**src/rtl/rocketcpu_codec_spi_rx.sv**
```systemverilog
// Codec-control SPI receiver: synchronized SPI frames update 9-bit shadow registers read over Wishbone.
// Optional word interrupt: define CODEC_SPI_RX_IRQ_EN.
module rocketcpu_codec_spi_rx #(
  parameter int NREGS = 16
) (
  input  logic        i_wb_clk,
  input  logic        reset_n,
  input  logic        codec_clk,
  input  logic        codec_cs,
  input  logic        codec_di,
  input  logic [31:0] i_wb_adr,
  input  logic        i_wb_cyc,
  input  logic        i_wb_we,
  input  logic [31:0] i_wb_dat,
  output logic [31:0] o_wb_rdt,
  output logic        o_wb_ack,
  output logic        o_word_valid,
  output logic        o_irq
);

  localparam int AW = (NREGS > 1) ? $clog2(NREGS) : 1;
  localparam logic [6:0] ADDR_RST = 7'h0F;
  localparam logic [4:0] OFF_STAT = 5'h10;

  logic [2:0]  sclk_q;
  logic [2:0]  scs_q;
  logic [1:0]  sdi_q;
  logic [1:0]  warm_q;
  logic        armed_q;
  logic        frame_q;
  logic [4:0]  cnt_q, cnt_d;
  logic [15:0] sh_q, sh_d;
  logic [8:0]  regs_q [NREGS];
  logic        err_len_q, err_addr_q;
  logic [7:0]  wc_q;
  logic        ack_q;
  logic [31:0] rdt_q, rdt_d;
  logic        valid_q;

  logic clk_rise, cs_fall, cs_rise, frame_end;
  logic len_ok, is_rst, is_wr, accept;
  logic bad_len, bad_addr;
  logic [6:0] waddr;

  // bit [2] of each sync chain is the previous synchronized value
  assign clk_rise  = sclk_q[1] & ~sclk_q[2];
  assign cs_fall   = ~scs_q[1] & scs_q[2];
  assign cs_rise   = scs_q[1] & ~scs_q[2];
  assign frame_end = cs_rise & frame_q;

  assign waddr    = sh_q[15:9];
  assign len_ok   = (cnt_q == 5'd16);
  assign is_rst   = len_ok & (waddr == ADDR_RST);
  assign is_wr    = len_ok & ~is_rst & (waddr < 7'(NREGS));
  assign accept   = frame_end & (is_rst | is_wr);
  assign bad_len  = frame_end & ~len_ok;
  assign bad_addr = frame_end & len_ok & ~is_rst & ~is_wr;

  always_comb begin
    cnt_d = cnt_q;
    sh_d  = sh_q;
    if (cs_fall && armed_q) begin
      cnt_d = '0;
      sh_d  = '0;
    end else if (frame_q && clk_rise && !scs_q[1]) begin
      sh_d  = {sh_q[14:0], sdi_q[1]};
      cnt_d = (cnt_q == 5'd17) ? cnt_q : cnt_q + 5'd1;
    end
  end

  logic       bus_req, stat_rd, stat_wr;
  logic [4:0] off;
  logic [1:0] w1c;

  assign bus_req = i_wb_cyc & ~ack_q;
  assign off     = i_wb_adr[6:2];
  assign stat_rd = bus_req & ~i_wb_we & (off == OFF_STAT);
  assign stat_wr = bus_req & i_wb_we & (off == OFF_STAT);
  assign w1c     = stat_wr ? i_wb_dat[1:0] : 2'b00;

  always_comb begin
    rdt_d = '0;
    if (off < 5'(NREGS))
      rdt_d = {23'b0, regs_q[off[AW-1:0]]};
    else if (off == OFF_STAT)
      rdt_d = {16'b0, wc_q, 6'b0, err_addr_q, err_len_q};
  end

  always_ff @(posedge i_wb_clk or negedge reset_n) begin
    if (!reset_n) begin
      sclk_q  <= 3'b000;
      scs_q   <= 3'b111;
      sdi_q   <= 2'b00;
      warm_q  <= 2'b00;
      armed_q <= 1'b0;
      frame_q <= 1'b0;
      cnt_q   <= '0;
      sh_q    <= '0;
    end else begin
      sclk_q  <= {sclk_q[1:0], codec_clk};
      scs_q   <= {scs_q[1:0], codec_cs};
      sdi_q   <= {sdi_q[0], codec_di};
      warm_q  <= {warm_q[0], 1'b1};
      // a frame already running at reset release is never started
      armed_q <= armed_q | (warm_q[1] & scs_q[1]);
      if (cs_fall && armed_q)
        frame_q <= 1'b1;
      else if (cs_rise)
        frame_q <= 1'b0;
      cnt_q   <= cnt_d;
      sh_q    <= sh_d;
    end
  end

  always_ff @(posedge i_wb_clk or negedge reset_n) begin
    if (!reset_n) begin
      for (int i = 0; i < NREGS; i++)
        regs_q[i] <= '0;
      err_len_q  <= 1'b0;
      err_addr_q <= 1'b0;
      wc_q       <= '0;
      valid_q    <= 1'b0;
    end else begin
      if (accept) begin
        if (is_rst) begin
          for (int i = 0; i < NREGS; i++)
            regs_q[i] <= '0;
        end else begin
          regs_q[sh_q[9 +: AW]] <= sh_q[8:0];
        end
      end
      err_len_q  <= (err_len_q & ~w1c[0]) | bad_len;
      err_addr_q <= (err_addr_q & ~w1c[1]) | bad_addr;
      if (accept)
        wc_q <= wc_q + 8'd1;
      valid_q <= accept;
    end
  end

  always_ff @(posedge i_wb_clk or negedge reset_n) begin
    if (!reset_n) begin
      ack_q <= 1'b0;
      rdt_q <= '0;
    end else begin
      ack_q <= bus_req;
      rdt_q <= bus_req ? rdt_d : 32'b0;
    end
  end

  assign o_wb_ack     = ack_q;
  assign o_wb_rdt     = rdt_q;
  assign o_word_valid = valid_q;

`ifdef CODEC_SPI_RX_IRQ_EN
  logic irq_q;
  always_ff @(posedge i_wb_clk or negedge reset_n) begin
    if (!reset_n)
      irq_q <= 1'b0;
    else if (accept)
      irq_q <= 1'b1;
    else if (stat_rd)
      irq_q <= 1'b0;
  end
  assign o_irq = irq_q;
`else
  logic unused_irq;
  assign unused_irq = stat_rd;
  assign o_irq = 1'b0;
`endif

  logic unused_ok;
  assign unused_ok = ^{i_wb_adr[31:7], i_wb_adr[1:0], i_wb_dat[31:2]};

endmodule

```
**config.mk**
```make
export PLATFORM = sky130hd
export DESIGN_NAME = rocketcpu_codec_spi_rx
export DESIGN_NICKNAME = d
export VERILOG_FILES = /design/src/rtl/rocketcpu_codec_spi_rx.sv
export SDC_FILE = /design/constraint.sdc
export NUM_CORES = 1
export LEC_CHECK = 0
export BUFFER_PORTS_ARGS = -buffer_cell sky130_fd_sc_hd__buf_2
export CAP_MARGIN = 25
export CORE_ASPECT_RATIO = 1.75
export CORE_UTILIZATION = 35
export DETAILED_ROUTE_END_ITERATION = 10
export SLEW_MARGIN = 15
export SYNTH_ARGS = -nofsm -noshare
export SYNTH_HDL_FRONTEND = slang
export SYNTH_SLANG_ARGS = --single-unit
export TNS_END_PERCENT = 100
```
**constraint.sdc**
```tcl
create_clock -name i_wb_clk -period 3.2 [get_ports i_wb_clk]
set_input_delay 0.48 -clock i_wb_clk [delete_from_list [all_inputs] [get_ports i_wb_clk]]
set_output_delay 0.48 -clock i_wb_clk [all_outputs]
set_load 0.01 [all_outputs]
```
==> results.md, run 1 <==
- Outcome: complete, no violations
- Share of Yosys cell area claimed by the top area cell type: 55.0%
- Clock sink count: 205
- TritonCTS clock tree: built
- First-pass GRT wire length: 37,300 um
- Die span in y: ~220 um
- DIE WIDTH: 125 um
- Number of setup violations in the final report: 0
- Leakage dissipation: 4.96 nW
- Detailed-route wire length per cell: 21.3 um
- Worst Hold End: scs_q[0]
- Final min period: around 2.7 ns
- Maximum count of clock buffers along a single path: 3
- Endpoints failing hold: 0
- GR met2 Demand/Resource: between 30% and 40%
- Sort of element at the end of the critical path: flip-flop
- Clock edge transition at the registers on the reported setup and hold paths: 0.06 ns
- Antenna violations before repair: 0
- Setup repair after global routing missed its margin: no
- Cell type contributing the most total cell area after synthesis: sky130_fd_sc_hd__dfrtp_1
- Worst reg2reg path endpoint: regs_q[76]
- Most used cell, CP: sky130_fd_sc_hd__or3_1
- First-iteration detailed-routing DRC count: roughly 320
- Detailed-routing iteration count for the pre-antenna-repair pass: 5
- Post-synthesis cell type count: 54
- Final cell count without fillers: 1,078
- Syn. warnings: 0
- Period Utilization, post-route: between 80% and 90%
- Antenna cells: 0
- Worst setup slack for register-to-register paths: 0.51 ns
- Max_cap viols: 0
- Data required, critical path: 3.59 ns
- Startpoint-to-endpoint class of the critical path: reg -> reg
- Gate count after technology mapping: 698
- Slew Limit Headroom: about two fifths
- Row Count: 78
- Top Ports: 106
- FF+latch count, synth: 205
- WHS: about 0.065 ns
- Final weighted congestion in routability-driven placement: 0.803
- Slew at the pin closest to its max-slew limit: 0.873 ns
- Proportion of synthesized chip area in sequential cells: 55.8%
- Vias in the first global route: 6,276
- Max incr delay on CP: 0.58 ns
- Cell count after placement: 1,039
- Global router's overall resource usage: between 15 and 20%
- FFs w/ async S/R, synth: 100%
- Nets: between 800 and 900
- DRC violation count after routing: 0
- Clock buffers created by TritonCTS: 21
- Worst-path cell chain: or3_1 > or3_1 > inv_2 > and3_1 > mux2_1
- CP Data Arrival Time: 3.08 ns
- Top cells by count, synth: sky130_fd_sc_hd__dfrtp_1 (202), sky130_fd_sc_hd__a22o_1 (112), sky130_fd_sc_hd__nor2b_1 (41), sky130_fd_sc_hd__nand2_1 (39), sky130_fd_sc_hd__mux4_2 (32)
- Highest-delay cell along the critical path: sky130_fd_sc_hd__and3_1
- Area of the core: 25,900 sq um
- Buffers inserted by post-CTS timing repair: 0
- Total Wirelength: 23,000 um
- Starting Density: 35.5%
- Floorplan die area: 26,900 sq um
- Cell family with most CP delay: simple AND/OR/NAND/NOR gates
- Vias after detailed routing: 5,920
- Fin Setup TNS: 0 ns
- Area of combinational cells with multiple inputs: 3780 sq um
- Fraction of met3 tracks used by global routing: around 1.8%
- Largest vdd supply drop: between 0.0002 and 0.0003 V
- Largest driver fanout on the critical path: 13
- Met1 track utilization from global routing: 20.6%
- Hold-critical path depth: 1
- Global-route layer with the greatest usage: met2
- Worst-Skew Late Latency: 0.51 ns
- Final HPWL DP: 16,300 um
- Worst Hold Launch: codec_cs
- Critical path launch point type: flip-flop
- Area added between synthesis and finish: 14.5%
- Areal power density over the cells: between 500 and 600 nW/um^2
- Slew Limit Fails: 0
- Average instance area after synthesis: 13.2 sq um
- Cell with the most instances after synthesis: sky130_fd_sc_hd__dfrtp_1
- FF/Latch Area: 5130 sq um
- Final-layout fill cell count: 2,369
- Count of nets left with antenna violations after detail routing: 0
- H-tree depth: 1
- Total overflow reported by the global router: 0
- Worst setup skew after layout: 0.00915 ns
- Synth top area cells: sky130_fd_sc_hd__dfrtp_1 (55%), sky130_fd_sc_hd__a22o_1 (11%), sky130_fd_sc_hd__mux4_2 (7.8%), sky130_fd_sc_hd__nor2b_1 (2.8%), sky130_fd_sc_hd__mux2_1 (2.6%)
- Maximum number of pins on one net before global-route repair: 74
- Number of flops mapped to enable cells by yosys: 0
- Max Clock Freq: 372 MHz
- Root Buffer: sky130_fd_sc_hd__clkbuf_16
- Total buffers and inverters traversed by the critical path: 1
- Syn Std Cell Area: approximately 9200 sq um
- Post-detailed-route via-to-cell ratio: 5.49
- Min-delay worst type: in -> reg
- Most frequently used flop master after synthesis: sky130_fd_sc_hd__dfrtp_1
- Critical register-to-register path startpoint: sh_q[14]
- Number of input and output port buffers inserted: 31
- Proportion of layout cells with a drive suffix above 1: about a fifth
- Reg2reg path depth: 5
[placed cells by master (no fill, tap or decap), types with 4 or more instances in the layout]
cell type / instances
sky130_fd_sc_hd__a21oi_1: 20
sky130_fd_sc_hd__a22o_1: 112
sky130_fd_sc_hd__a22oi_1: 5
sky130_fd_sc_hd__a41oi_1: 5
sky130_fd_sc_hd__and2_0: 9
sky130_fd_sc_hd__and2_1: 10
sky130_fd_sc_hd__and3_1: 10
sky130_fd_sc_hd__buf_2: 30
sky130_fd_sc_hd__buf_4: 38
sky130_fd_sc_hd__clkbuf_1: 5
sky130_fd_sc_hd__clkbuf_16: 21
sky130_fd_sc_hd__clkbuf_8: 5
sky130_fd_sc_hd__clkinv_2: 4
sky130_fd_sc_hd__conb_1: 18
sky130_fd_sc_hd__dfrtp_1: 202
sky130_fd_sc_hd__ha_1: 4
sky130_fd_sc_hd__inv_1: 4
sky130_fd_sc_hd__mux2_1: 21
sky130_fd_sc_hd__mux2_2: 9
sky130_fd_sc_hd__mux2i_1: 17
sky130_fd_sc_hd__mux4_2: 32
sky130_fd_sc_hd__nand2_1: 39
sky130_fd_sc_hd__nand2b_1: 4
sky130_fd_sc_hd__nand3_1: 5
sky130_fd_sc_hd__nand4_1: 6
sky130_fd_sc_hd__nor2_1: 13
sky130_fd_sc_hd__nor2b_1: 41
sky130_fd_sc_hd__xnor2_1: 8
[how the worst max path moves through the flow]
stage,start,end,cells after the start
final,sh_q[14],regs_q[76],5
after global routing,sh_q[14],regs_q[77],5
after CTS,sh_q[14],regs_q[76],5
after detailed placement,sh_q[14],regs_q[76],5
after global placement,i_wb_adr[2],o_wb_rdt[5],5
after floorplan,i_wb_adr[2],o_wb_rdt[3],5
[per-stage QoR]
step | setup slack [ns] | cell area, sq um | utilization (%) | total power, mW
global placement | 0.534 | 9800 | 37.9 | 2.87
floorplan | 0.901 | 9250 | - | 2.78
global route | 0.400 | 10500 | 40.7 | 5.58
finish | 0.514 | 10500 | 40.7 | 5.40
CTS | 0.500 | 10500 | 40.7 | 5.46
detailed placement | 0.512 | 9800 | 37.9 | 2.87
[layer usage]
layer	wire length (um)	vias up
met5	0	-
met4	723	0
met3	658	42
met2	12500	135
met1	9090	3081
li1	-	2662
[cell families (layout without fill, tap and decap cells)]
kind of cell | after synthesis | in the layout | synth area share (%)
flops | 205 | 205 | 55.8
simple gates | 168 | 168 | 11.3
compound gates | 159 | 159 | 14.0
mux | 79 | 79 | 13.4
buf+inv | 70 | 114 | 3.87
xor+xnor | 11 | 11 | 1.05
fa+ha+maj | 4 | 4 | 0.544
other cells | 2 | 18 | 0.0817
[worst reg2reg max path, cell delays in order (launching register included)]
cell and delay (ns):
sky130_fd_sc_hd__dfrtp_1 0.39, sky130_fd_sc_hd__or3_1 0.53, sky130_fd_sc_hd__or3_1 0.43, sky130_fd_sc_hd__inv_2 0.25, sky130_fd_sc_hd__and3_1 0.59, sky130_fd_sc_hd__mux2_1 0.38
[flip-flops by register name, indices dropped and copies added, names as in the netlist, 3 cells and up]
| register | count |
|---|---|
| cnt_q | 5 |
| o_wb_rdt | 16 |
| regs_q | 144 |
| sclk_q | 3 |
| scs_q | 3 |
| sh_q | 16 |
| wc_q | 8 |
[area by class of cell]
class / instances / share of cell area [%]
clock buffers: 30 / 5.69
clock inverters: 8 / 1.13
inverters: 5 / 0.178
multi-input cells: 439 / 35.9
flip-flops and latches: 205 / 48.8
well taps: 320 / 3.80
repair buffers: 71 / 4.55
[power by group]
part           internal [mW]  switching [mW]
registers               2.61          0.0160
logic                 0.0604           0.137
clock network           1.55            1.04
[repair_timing]
action | CTS | global route
hold endpoints to repair | 14 | 0
setup endpoints to repair | 0 | 0
hold buffers | 1 | 0
resized for setup | 0 | 0
No activity file was read; power rests on OpenSTA's default activity.
==> run 2: changes to the inputs <==
- ABC_AREA: not set -> 1
- clock period: 3.2 -> 2.37 ns (I/O delays scaled with it)
==> run 2 against run 1 <==
Count of clock-buffer cells in the layout increased by 2; critical path depth up 4; register-to-register slack worse by 0.11 ns; critical path type unchanged; sequential share of layout area down 3.7 points; largest cell class unchanged; largest power group unchanged; via count up 40%; core utilization barely moved; die area increased by 8.6%; wire length is 20% higher; sequential power up 36%; cell count increased by 52%; critical endpoint is now regs_q[128]; non-clock buffer count increased by 2.
==> results.md, run 2 <==
- Outcome: complete, no violations
- Vias after detailed routing: between 8,000 and 9,000
- Reg2reg path depth: 9
- Average instance area after synthesis: 8.18 sq um
- Final-layout fill cell count: 2,876
- Register with the most flip-flops: regs_q
- Hold-critical path depth: 4
- Pre-CTS setup slack: roughly 0.42 ns
- Endpoints failing hold: 0
- Worst Hold End: err_addr_q
- Syn Std Cell Area: roughly 10000 sq um
- Slew Limit Headroom: just under 40%
- First-iteration detailed-routing DRC count: 639
- Final min period: slightly below 2 ns
- Top Ports: 106
- Largest vdd supply drop: about 0.00052 V
- Vias in the first global route: ~8,000
- Critical path launch point type: flip-flop
- Worst reg2reg path endpoint: regs_q[128]
- Share of Yosys cell area claimed by the top area cell type: about 51%
- Worst Hold Launch: i_wb_dat[1]
- Global router's overall resource usage: between 10% and 20%
- Worst setup skew after layout: 0.00700 ns
- Cell type contributing the most total cell area after synthesis: sky130_fd_sc_hd__dfrtp_1
- Top cells by count, synth: sky130_fd_sc_hd__nand3_1 (257), sky130_fd_sc_hd__nand2_1 (253), sky130_fd_sc_hd__dfrtp_1 (202), sky130_fd_sc_hd__inv_1 (169), sky130_fd_sc_hd__o21ai_0 (120)
- Row Count: 81
- Detailed-routing iteration count for the pre-antenna-repair pass: 5
- Largest driver fanout on the critical path: 61
- Syn. warnings: 0
- Post-route worst setup slack: 0.401 ns
- Setup repair after global routing missed its margin: no
- Number of setup violations in the final report: 0
- Synth top area cells: sky130_fd_sc_hd__dfrtp_1 (51%), sky130_fd_sc_hd__nand3_1 (13%), sky130_fd_sc_hd__nand2_1 (9.5%), sky130_fd_sc_hd__inv_1 (6.4%), sky130_fd_sc_hd__o21ai_0 (6.0%)
- CP Data Arrival Time: 2.39 ns
- Post-cts sizing count: 0
- Buffers inserted by post-CTS timing repair: 0
- Gate count after technology mapping: 1,221
- Maximum count of clock buffers along a single path: 3
- Total Wirelength: about 28,000 um
- Cell count after placement: roughly 1,600
- Final HPWL DP: 18,500 um
- Most frequently used flop master after synthesis: sky130_fd_sc_hd__dfrtp_1
- Areal power density over the cells: roughly 660 nW/um^2
- Root Buffer: sky130_fd_sc_hd__clkbuf_16
- Startpoint-to-endpoint class of the critical path: reg -> reg
- Data required, critical path: approximately 2.8 ns
- Number of input and output port buffers inserted: 31
- Hold bufs inserted after CTS: 4
- Maximum number of pins on one net before global-route repair: between 80 and 90
- Slew Limit Fails: 0
- Final Total Pwr: between 7 and 8 mW
- Clock edge transition at the registers on the reported setup and hold paths: ~0.07 ns
- Critical register-to-register path startpoint: cnt_q[0]
- Sort of element at the end of the critical path: flip-flop
- Number of flops mapped to enable cells by yosys: 0
- Clock buffers created by TritonCTS: 21
- Count of nets left with antenna violations after detail routing: 0
- Post-synthesis cell type count: 35
- Fin Setup TNS: 0 ns
- DIE WIDTH: 130 um
- Max_cap viols: 0
- First-pass GRT wire length: roughly 45,000 um
- Worst-Skew Late Latency: roughly 0.51 ns
- DRC violation count after routing: 0
- Final weighted congestion in routability-driven placement: 0.861
- FF+latch count, synth: ~210
- Final cell count without fillers: approximately 1,600
- Proportion of synthesized chip area in sequential cells: between 50% and 60%
- Antenna violations before repair: 0
- Area of the core: ~28,000 sq um
- Antenna cells: 0
- FFs w/ async S/R, synth: 100%
- Die span in y: about 230 um
- Period Utilization, post-route: 83.1%
- Max Clock Freq: just over 500 MHz
- Proportion of layout cells with a drive suffix above 1: 11.8%
- Cell with the most instances after synthesis: sky130_fd_sc_hd__nand3_1
- Total overflow reported by the global router: 0
- Flip-flop count of the largest register, all copies and words added: about 140
- Floorplan die area: 29,200 sq um
- Post-detailed-route via-to-cell ratio: 5.07
- Worst setup slack for register-to-register paths: ~0.40 ns
- Starting Density: 35.7%
- Slew at the pin closest to its max-slew limit: 0.921 ns
- H-tree depth: 1
- Min-delay worst type: in -> reg
- Detailed-route wire length per cell: approximately 17 um
- Nets: 1,324
- Most common library cell in the layout ignoring fill and taps: sky130_fd_sc_hd__nand3_1
- Leakage dissipation: 5.41 nW
- Leading cell types in the layout, fill and taps excluded: sky130_fd_sc_hd__nand3_1 (257), sky130_fd_sc_hd__nand2_1 (253), sky130_fd_sc_hd__dfrtp_1 (202)
- Clock sink count: 205
- Area added between synthesis and finish: 13.9%
- TritonCTS clock tree: built
-- run 2: kinds of logic after synthesis --
kind of cell,Yosys count,share of synthesized area (%)
fa+ha+maj,4,0.501
buf+inv,269,11.4
flops,205,51.4
other cells,2,0.0752
compound gates,185,11.3
xor+xnor,7,0.614
simple gates,549,24.7
-- run 2: worst max path at each step --
stage / slack (ns) / from / depth (start not counted) / to
after CTS: 0.39 / cnt_q[0] / 9 / regs_q[128]
after global routing: 0.21 / cnt_q[0] / 9 / regs_q[74]
after floorplan: 0.75 / cnt_q[0] / 8 / regs_q[45]
after global placement: 0.48 / scs_q[1] / 7 / regs_q[110]
final: 0.40 / cnt_q[0] / 9 / regs_q[128]
after detailed placement: 0.42 / cnt_q[0] / 8 / regs_q[89]
-- run 2: cell type report --
class                      count  area, sq um  area share (%)
multi-input combinational    763         3780            33.2
clock inverter                 5          110           0.967
clock buffer                  32          617            5.42
timing repair buffer          73          577            5.07
tap                          373          467            4.10
sequential                   205         5130            45.1
inverter                     185          697            6.12
-- run 2: layer usage --
layer | global-route usage [%] | up-vias | routed length, um | part of all wire (%)
met3 | 1.66 | 70 | 1090 | 4.0
met4 | 11.7 | 0 | 1660 | 6.0
met2 | 34.6 | 245 | 14100 | 51
met1 | 23.7 | 4020 | 10800 | 39
met5 | 0 | - | 0 | 0
li1 | - | 3958 | - | -
-- run 2: power by group --
group / internal [mW] / switching, mW
clock: 2.13 / 1.40
combinational: 0.131 / 0.339
sequential: 3.54 / 0.0264
total: 5.80 / 1.77
-- run 2: worst max-delay path: stages, from the launching register on --
cell and delay, ns:
sky130_fd_sc_hd__dfrtp_1 0.42, sky130_fd_sc_hd__inv_1 0.11, sky130_fd_sc_hd__ha_1 0.17, sky130_fd_sc_hd__nand3_2 0.15, sky130_fd_sc_hd__nor2_4 0.15, sky130_fd_sc_hd__nand2_4 0.07, sky130_fd_sc_hd__inv_4 0.25, sky130_fd_sc_hd__buf_12 0.30
sky130_fd_sc_hd__nand3_1 0.10, sky130_fd_sc_hd__o21ai_0 0.12
-- run 2: stage by stage --
step	instance area, sq um	hold slack [ns]	utilization, %
2_1_floorplan	10000	0.0599	-
3_3_place_gp	10600	0.333	37.9
3_5_place_dp	10600	0.336	37.9
4_1_cts	11400	0.146	40.7
5_1_grt	11400	0.155	40.7
6_report	11400	0.152	40.7
==> run 3: changes to the inputs <==
- clock period: 2.37 -> 1.6 ns (I/O delays scaled with it)
==> run 3 against run 2 <==
The flow now finishes with violations (negative setup slack); wire length is 5.7% higher; maximum frequency is 18% higher; flip-flop and latch count stayed put; core utilization is 2.8 points higher; register-to-register slack worse by 0.46 ns.
==> results.md, run 3 (same netlist as run 2, synthesis figures left out) <==
- Outcome: complete, but fails checks
- Violated checks: negative setup slack
- CP Data Arrival Time: 2.06 ns
- Total Wirelength: between 20,000 and 30,000 um
- Die span in y: 225 um
- Number of setup violations in the final report: 50
- Worst setup skew after layout: 0.0139 ns
- Maximum count of clock buffers along a single path: 3
- Critical path launch point type: flip-flop
- Clock buffers created by TritonCTS: 21
- Areal power density over the cells: 901 nW/um^2
- Post-detailed-route via-to-cell ratio: 5.04
- First-pass GRT wire length: 46,400 um
- Startpoint-to-endpoint class of the critical path: reg -> reg
- Sort of element at the end of the critical path: flip-flop
- Slew Limit Headroom: 39.4%
- Max incr delay on CP: 0.39 ns
- Root Buffer: sky130_fd_sc_hd__clkbuf_16
- Slew at the pin closest to its max-slew limit: 0.910 ns
- Pre-CTS setup slack: -0.0945 ns
- Total buffers and inverters traversed by the critical path: 2
- Worst-Skew Late Latency: 0.52 ns
- Setup repair after global routing missed its margin: yes
- Clock sink count: 205
- Post-route worst setup slack: -0.0628 ns
- Starting Density: 35.7%
- Placement-stage cell area: 11,100 sq um
- Max_cap viols: 0
- Floorplan die area: 29,200 sq um
- Min-delay worst type: in -> reg
- Nets: 1,377
- Final instance area: 12,200 sq um
- Final cell count without fillers: 1,689
- Largest driver fanout on the critical path: 9
- Antenna cells: 0
- Endpoints failing hold: 0
- Detailed-routing iteration count for the pre-antenna-repair pass: 5
- Final weighted congestion in routability-driven placement: 0.871
- Period Utilization, post-route: 104%
- H-tree depth: 1
- Global router's overall resource usage: 20.7%
- First-iteration detailed-routing DRC count: about 650
- Vias after detailed routing: about 8,500
- Area of the core: 28,000 sq um
- Clock edge transition at the registers on the reported setup and hold paths: 0.07 ns
- Leading cell types in the layout, fill and taps excluded: sky130_fd_sc_hd__nand3_1 (257), sky130_fd_sc_hd__nand2_1 (250), sky130_fd_sc_hd__dfrtp_1 (200)
- Count of nets left with antenna violations after detail routing: 0
- Antenna violations before repair: 0
- Largest vdd supply drop: 0.000612 V
- DIE WIDTH: approximately 130 um
- Final Total Pwr: 11.0 mW
- Register with the most flip-flops: regs_q
- Fin Setup TNS: -0.755 ns
- Slew Limit Fails: 0
- Flip-flop count of the largest register, all copies and words added: 144
- Worst-path cell chain: inv_2 > ha_4 > nand3_4 > nor2_4 > nand2_4 > clkbuf_16 > a21oi_4 > o21ai_0
- Top Ports: 106
- Row Count: 81
- Final min period: between 1.5 and 2 ns
- Vias in the first global route: approximately 8,500
- Area added between synthesis and finish: 21.7%
- Maximum number of pins on one net before global-route repair: 44
- Data required, critical path: approximately 2.0 ns
- Max Clock Freq: 601 MHz
- Final HPWL DP: a little under 20,000 um
- Detailed-route wire length per cell: 17.3 um
- Highest-delay cell along the critical path: sky130_fd_sc_hd__dfrtp_1
- Total overflow reported by the global router: 0
- TritonCTS clock tree: built
- DRC violation count after routing: 0
- Cell count after placement: 1,634
- Cell family with most CP delay: flip-flops
- Leakage dissipation: 5.79 nW
- Number of input and output port buffers inserted: 31
- Proportion of layout cells with a drive suffix above 1: 18.9%
- Most common library cell in the layout ignoring fill and taps: sky130_fd_sc_hd__nand3_1
==> run 3: cell count changes in the layout (fill, tap and decap cells not counted), sizes merged <==
cell	previous run	this run
buf	68	119
inv	173	172
clkinvlp	0	3
a21oi	27	28
bufinv	3	0
clkinv	14	16
==> run 3: per-layer routing <==
metal	global-route usage, %	part of all wire (%)	vias up
met4	12.9	5.9	0
met2	36.4	52	206
met1	23.8	39	4172
met5	0	0	-
met3	2.04	3.2	75
li1	-	-	4061
==> run 3: path summary, 6_finish.rpt <==
kind | from | to | slack [ns] | cells past startpoint
max reg2reg | cnt_q[0] | regs_q[29] | -0.06 | 8
min | i_wb_dat[0] | err_len_q | 0.03 | 4
min in group asynchronous | reset_n | regs_q[39] | 0.22 | 2
min reg2reg | sclk_q[0] | sclk_q[1] | 0.35 | 0
max in group asynchronous | reset_n | wc_q[2] | 0.82 | 3
max | cnt_q[0] | regs_q[29] | -0.06 | 8
==> run 3: power breakdown <==
part           internal [mW]  switching, mW  leakage [nW]
Combinational          0.315          0.564          2.66
Sequential              5.24         0.0273          2.81
Clock                   2.67           2.14         0.322
Total                   8.22           2.73          5.79
==> run 3: area by class of cell <==
type / count / area, sq um
fill: 2798 / 15800
sequential: 205 / 5140
multi-input combinational: 764 / 4010
timing repair buffer: 125 / 1180
inverter: 185 / 714
clock buffer: 31 / 613
tap: 373 / 467
clock inverter: 6 / 40.0
==> run 3: timing repair <==
| item | in CTS | in global routing |
|---|---|---|
| pin swaps | 0 | 1 |
| setup endpoints to repair | 137 | 142 |
| gates resized for setup | 23 | 90 |
| buffers inserted | 3 | 7 |
| gates cloned | 2 | 2 |
| hold buffers | 4 | 0 |
| hold endpoints to repair | 36 | 0 |
==> run 3: through the flow <==
stage                     utilization, %  hold WS (ns)
after global placement              39.6         0.200
after detailed placement            39.6         0.205
after CTS                           42.5        0.0148
after floorplan                        -       -0.0556
after global routing                43.5        0.0343
final                               43.5        0.0283
==> run 3: tightest hold or removal path, stage by stage <==
cell	delay, ns
sky130_fd_sc_hd__buf_2	0.10
sky130_fd_sc_hd__nand4_1	0.08
sky130_fd_sc_hd__nand2_1	0.05
sky130_fd_sc_hd__nand2_1	0.05
